**src/rtl/mux8x1_pkg.sv**
```systemverilog
// Shared types and helpers for the 8-requester round-robin mux arbiter.
package mux8x1_pkg;

  localparam int N_REQ = 8;
  localparam int SEL_W = 3;

  typedef enum logic {IDLE, GRANT} state_t;

  function automatic logic [N_REQ-1:0] onehot8(input logic [SEL_W-1:0] idx);
    return N_REQ'(1) << idx;
  endfunction

endpackage

```
**src/rtl/rr_pick8.sv**
```systemverilog
// Combinational round-robin picker: first set bit of (req & ~mask) at or after ptr.
module rr_pick8
  import mux8x1_pkg::*;
(
  input  logic [N_REQ-1:0] req,
  input  logic [N_REQ-1:0] mask,
  input  logic [SEL_W-1:0] ptr,
  output logic             found,
  output logic [SEL_W-1:0] idx
);

  logic [N_REQ-1:0] eff;
  logic [N_REQ-1:0] rot;
  logic [SEL_W-1:0] off;

  always_comb begin
    eff = req & ~mask;
    // Rotate so ptr lands at bit 0, encode lowest set bit, then rotate the index back.
    rot = N_REQ'({eff, eff} >> ptr);
    off = '0;
    for (int i = N_REQ - 1; i >= 0; i--) begin
      if (rot[i]) off = SEL_W'(i);
    end
    found = |eff;
    idx   = off + ptr;
  end

endmodule

```
**src/rtl/mux8x1_rr_arbiter.sv**
```systemverilog
// Round-robin arbiter with a fair hold limit driving one shared 8:1 single-bit mux.
module mux8x1_rr_arbiter
  import mux8x1_pkg::*;
#(
  parameter int unsigned MAX_HOLD = 16
) (
  input  logic             clk,
  input  logic             rst_n,
  input  logic [N_REQ-1:0] req,
  input  logic [N_REQ-1:0] in,
  output logic [N_REQ-1:0] gnt,
  output logic             gnt_valid,
  output logic [SEL_W-1:0] sel,
  output logic             result
);

  localparam logic [7:0] HOLD_SAT  = 8'(MAX_HOLD);
  localparam logic [7:0] HOLD_LAST = (MAX_HOLD == 0) ? 8'd0 : 8'(MAX_HOLD - 1);

  state_t           state_q, state_d;
  logic [N_REQ-1:0] gnt_q, gnt_d;
  logic [SEL_W-1:0] sel_q, sel_d;
  logic [SEL_W-1:0] ptr_q, ptr_d;
  logic [7:0]       hold_cnt_q, hold_cnt_d;

  logic [N_REQ-1:0] owner_oh, pick_mask;
  logic             pick_found, others, preempt, mux_bit;
  logic [SEL_W-1:0] pick_idx;

  assign owner_oh  = onehot8(sel_q);
  // The owner never competes against itself on a release or preempt edge.
  assign pick_mask = (state_q == GRANT) ? owner_oh : '0;
  assign others    = |(req & ~owner_oh);
  // Compare with >= so a saturated lone owner still yields once someone else asks.
  assign preempt   = (MAX_HOLD != 0) && (hold_cnt_q >= HOLD_LAST) && others;

  rr_pick8 u_pick (
    .req   (req),
    .mask  (pick_mask),
    .ptr   (ptr_q),
    .found (pick_found),
    .idx   (pick_idx)
  );

  always_comb begin
    state_d    = state_q;
    gnt_d      = gnt_q;
    sel_d      = sel_q;
    ptr_d      = ptr_q;
    hold_cnt_d = hold_cnt_q;
    if (state_q == IDLE || !req[sel_q] || preempt) begin
      if (pick_found) begin
        state_d    = GRANT;
        gnt_d      = onehot8(pick_idx);
        sel_d      = pick_idx;
        ptr_d      = pick_idx + SEL_W'(1);
        hold_cnt_d = '0;
      end else begin
        state_d    = IDLE;
        gnt_d      = '0;
        hold_cnt_d = '0;
      end
    end else if (hold_cnt_q != HOLD_SAT) begin
      hold_cnt_d = hold_cnt_q + 8'd1;
    end
  end

  always_ff @(posedge clk) begin
    if (!rst_n) begin
      state_q    <= IDLE;
      gnt_q      <= '0;
      sel_q      <= '0;
      ptr_q      <= '0;
      hold_cnt_q <= '0;
    end else begin
      state_q    <= state_d;
      gnt_q      <= gnt_d;
      sel_q      <= sel_d;
      ptr_q      <= ptr_d;
      hold_cnt_q <= hold_cnt_d;
    end
  end

  always_comb begin
    case (sel_q)
      3'd0:    mux_bit = in[0];
      3'd1:    mux_bit = in[1];
      3'd2:    mux_bit = in[2];
      3'd3:    mux_bit = in[3];
      3'd4:    mux_bit = in[4];
      3'd5:    mux_bit = in[5];
      3'd6:    mux_bit = in[6];
      default: mux_bit = in[7];
    endcase
  end

  assign gnt       = gnt_q;
  assign gnt_valid = |gnt_q;
  assign sel       = sel_q;
  assign result    = gnt_valid & mux_bit;

endmodule

```
**config.mk**
```make
export PLATFORM = sky130hd
export DESIGN_NAME = mux8x1_rr_arbiter
export DESIGN_NICKNAME = d
export VERILOG_FILES = /design/src/rtl/mux8x1_pkg.sv /design/src/rtl/rr_pick8.sv /design/src/rtl/mux8x1_rr_arbiter.sv
export SDC_FILE = /design/constraint.sdc
export NUM_CORES = 1
export LEC_CHECK = 0
export ABC_AREA = 1
export CAP_MARGIN = 40
export CORE_UTILIZATION = 50
export CTS_BUF_LIST = sky130_fd_sc_hd__clkbuf_4
export DETAILED_ROUTE_END_ITERATION = 10
export PLACE_DENSITY_LB_ADDON = 0.05
export RECOVER_POWER = 100
export SLEW_MARGIN = 0
export SYNTH_ARGS = -nofsm -noshare
export SYNTH_HDL_FRONTEND = slang
export SYNTH_SLANG_ARGS = --single-unit
```
**constraint.sdc**
```tcl
create_clock -name clk -period 6.1 [get_ports clk]
set_clock_uncertainty 0.15 [all_clocks]
set_input_delay 1.83 -clock clk [delete_from_list [all_inputs] [get_ports clk]]
set_output_delay 1.83 -clock clk [all_outputs]
set_load 0.1 [all_outputs]
```
==> flow_summary.toml <==
[grt]
antenna_found_initial = 0
overflow = 0
grt_max_degree = 16
grt_util_all_layers = 0.241
grt_pass1_vias = 1835
grt_pass1_wl_mm = 8.50

[die]
std_cell_rows = 23
die_h_um = 67.2
die-width_um = 67.2
coreArea_sq_mm = 0.00403
io_pins = 31
start_util = 0.528
die_area_sq_mm = 0.00452

[placement]
place_hpwl_mm = 4.13
portBuffers = 30
placed_area_sq_mm = 0.00258
place.gp.congestion = 0.865

[hold_path]
min_to = "gnt[2]$_SDFFE_PN0P_"
whs_path_depth = 2
min_path_type = "reg2reg"
worstHoldStart = "gnt[2]$_SDFFE_PN0P_"

[detailed_routing]
postRouteAntennaNets = 0
drtIter0Drc = 178
dr.pass1.iters = 4
drcViolationCount = 0
route.vias.total = 2158
viasPerCell = 5.56
wl_mm = 5.21
wl_per_cell_um = 13.4

[clock_network]
tritoncts = "yes"
ctsLongestPathBuffers = 2
cts_setup_buffers = 0
cts_buffers = 3
ctsResizeCount = 0
h-tree-depth = 1
cts_hold_buf = 0
cts_root_buf = "clkbuf_4"
cts.clk_slew.worst_paths_ps = 120
clkSinkCount = 23
clock_latency_ps = 310

[yosys]
synth_cell_types = 46
synthFlopType = "dfxtp_1"
synth_seq_cells = 23
syn_area_per_cell_sq_um = 7.04
syn-cell-area_sq_mm = 0.00213
yosysSeqAreaShare = 0.216
async_flop_share = 0
synth_edf_count = 0
netlist_instances = 302
ys_warn_count = 0
syn_nets = 330

[sta]
fin_crit_sh = 0.838
min_period_ps = 5110
timing.slew.headroom = 0.216
slew_violations = 0
fin_setup_tns_ps = 0
finalSetupViolations = 0
max_freq_ghz = 0.196
rsz0062_at_grt = "no"
hold_ws_ps = 330
worstMarginPinSlew_ps = 1180
finalHoldViolCount = 0

[critical_path]
crit_required_ps = 4120
cp.arrival_ps = 3130
start_kind = "input port"
setup.worst_path.end_class = "output pin"
regToRegEndpoint = "gnt[3]$_SDFFE_PN0P_"
r2r-start = "sel[2]$_SDFFE_PN0P_"
r2r.worst_path.cells = 19
reg2reg_slack_ps = 2320
worstSetupPathType = "in2out"
path_max_fanout = 1

[power]
p_leak_nw = 1.03
power_density_mw_per_mm2 = 568
peakVddDrop_mv = 0.355

[cells_and_area]
num_antenna_cells = 0
nNetsFinal = 367
drive_gt1_frac = 0.160
final_area_sq_mm = 0.00247
syn_to_final_growth_pct = 16.4
fillers = 402

[status]
status = "finished, final reports clean"

[job]
maxCapViolCount = 0
[worst max path at each step]
stage          slack (ps)                  end  cells past startpoint  startpoint
2_1_floorplan         470               result                      4       in[5]
3_3_place_gp         1020               result                      6       in[4]
3_5_place_dp          950               result                      6       in[4]
4_1_cts               940               result                      6       in[4]
5_1_grt               890  gnt[3]$_SDFFE_PN0P_                     19      req[2]
6_report              990               result                      6       in[4]
[sequential cells by signal (all words and copies together), names as in the netlist]
| register | cells |
|---|---|
| hold_cnt_q | 8 |
| gnt | 8 |
| state_q | 1 |
| ptr_q | 3 |
| sel | 3 |
[synthesized netlist by cell type, types with 2 or more instances]
master    n  share of area
nor2_1    9          0.016
nor2_2    2         0.0059
a22oi_1   4          0.014
ha_1      9          0.053
inv_1    14          0.025
inv_2     6          0.011
o21ai_0   5          0.012
or2_2     2         0.0059
nor3_1    2         0.0047
buf_4     5          0.018
nand3_2   9          0.042
a22o_1    2         0.0082
nor2_8    2          0.019
nand4_1   5          0.015
xor2_1    2         0.0082
nand2_2  16          0.047
nor4_1    3         0.0088
dfxtp_1  23           0.22
buf_6     3          0.016
nand3_4   2          0.016
nand2_4   2          0.011
nand3_1  67           0.16
a21oi_1   9          0.021
xnor2_1   2         0.0082
nand2_1  70           0.12
inv_4     2         0.0059
nor2_4    4          0.021
o21ai_2   3          0.012
[kinds of logic (layout without fill, tap and decap cells)]
group	Yosys count	count (layout)	share of synthesized area
buf+inv	34	70	0.0865
flops	23	23	0.216
simple gates	198	198	0.511
fa+ha+maj	10	10	0.0624
compound gates	33	33	0.107
xor+xnor	4	4	0.0165
[report_power, final]
part           switching [mW]  total [mW]  internal [mW]  leakage (nW)
Sequential             0.0841       0.271          0.187         0.188
Combinational           0.721        1.07          0.345         0.821
Clock                  0.0459      0.0704         0.0245        0.0177
[metal layers]
| layer | up-vias | routed length (um) | track usage |
|---|---|---|---|
| li1 | 1107 | - | - |
| met1 | 1001 | 2540 | 0.347 |
| met2 | 46 | 2380 | 0.376 |
| met3 | 4 | 243 | 0.0405 |
| met4 | 0 | 41 | 0.0452 |
| met5 | - | 0 | 0 |
[worst max-delay path, cell delays in order]
cell	delay [ps]
clkdlybuf4s50_1	400
nand3_1	80
o21ai_0	90
a311oi_1	310
a41oi_1	160
buf_4	260
[cells in the final DEF, fill, tap and decap left out, types with 3 or more instances in the layout]
| master | count |
|---|---|
| clkbuf_4 | 3 |
| a22oi_1 | 4 |
| clkbuf_1 | 8 |
| dlygate4sd3_1 | 6 |
| clkdlybuf4s50_1 | 23 |
| o21ai_0 | 7 |
| dfxtp_1 | 23 |
| nand3_1 | 67 |
| ha_1 | 9 |
| nor2_1 | 10 |
| inv_1 | 15 |
| nand2_1 | 76 |
| nand4_1 | 5 |
| nand3_2 | 9 |
| nand2_2 | 12 |
| a21oi_1 | 9 |
| buf_8 | 4 |
| inv_2 | 5 |
| nor2_4 | 3 |
| nor4_1 | 3 |
[layout make-up]
| cell class | instances | area (sq um) | share of cell area |
|---|---|---|---|
| clock buffers | 3 | 22.5 | 0.00910 |
| clock inverters | 1 | 5.00 | 0.00202 |
| inverters | 24 | 98.8 | 0.0399 |
| multi-input cells | 245 | 1440 | 0.581 |
| flip-flops and latches | 23 | 460 | 0.186 |
| well taps | 50 | 62.6 | 0.0253 |
| repair buffers | 42 | 388 | 0.157 |
[stage by stage]
step           instances  worst slack (ps)  total power [mW]  utilization
3_3_place_gp         372              1020              1.30        0.597
6_report             388               986              1.41        0.614
4_1_cts              388               939              1.49        0.648
3_5_place_dp         384               950              1.42        0.641
2_1_floorplan        302               474              1.12            -
5_1_grt              388               892              1.51        0.614
(Power assumes the default switching activity.)
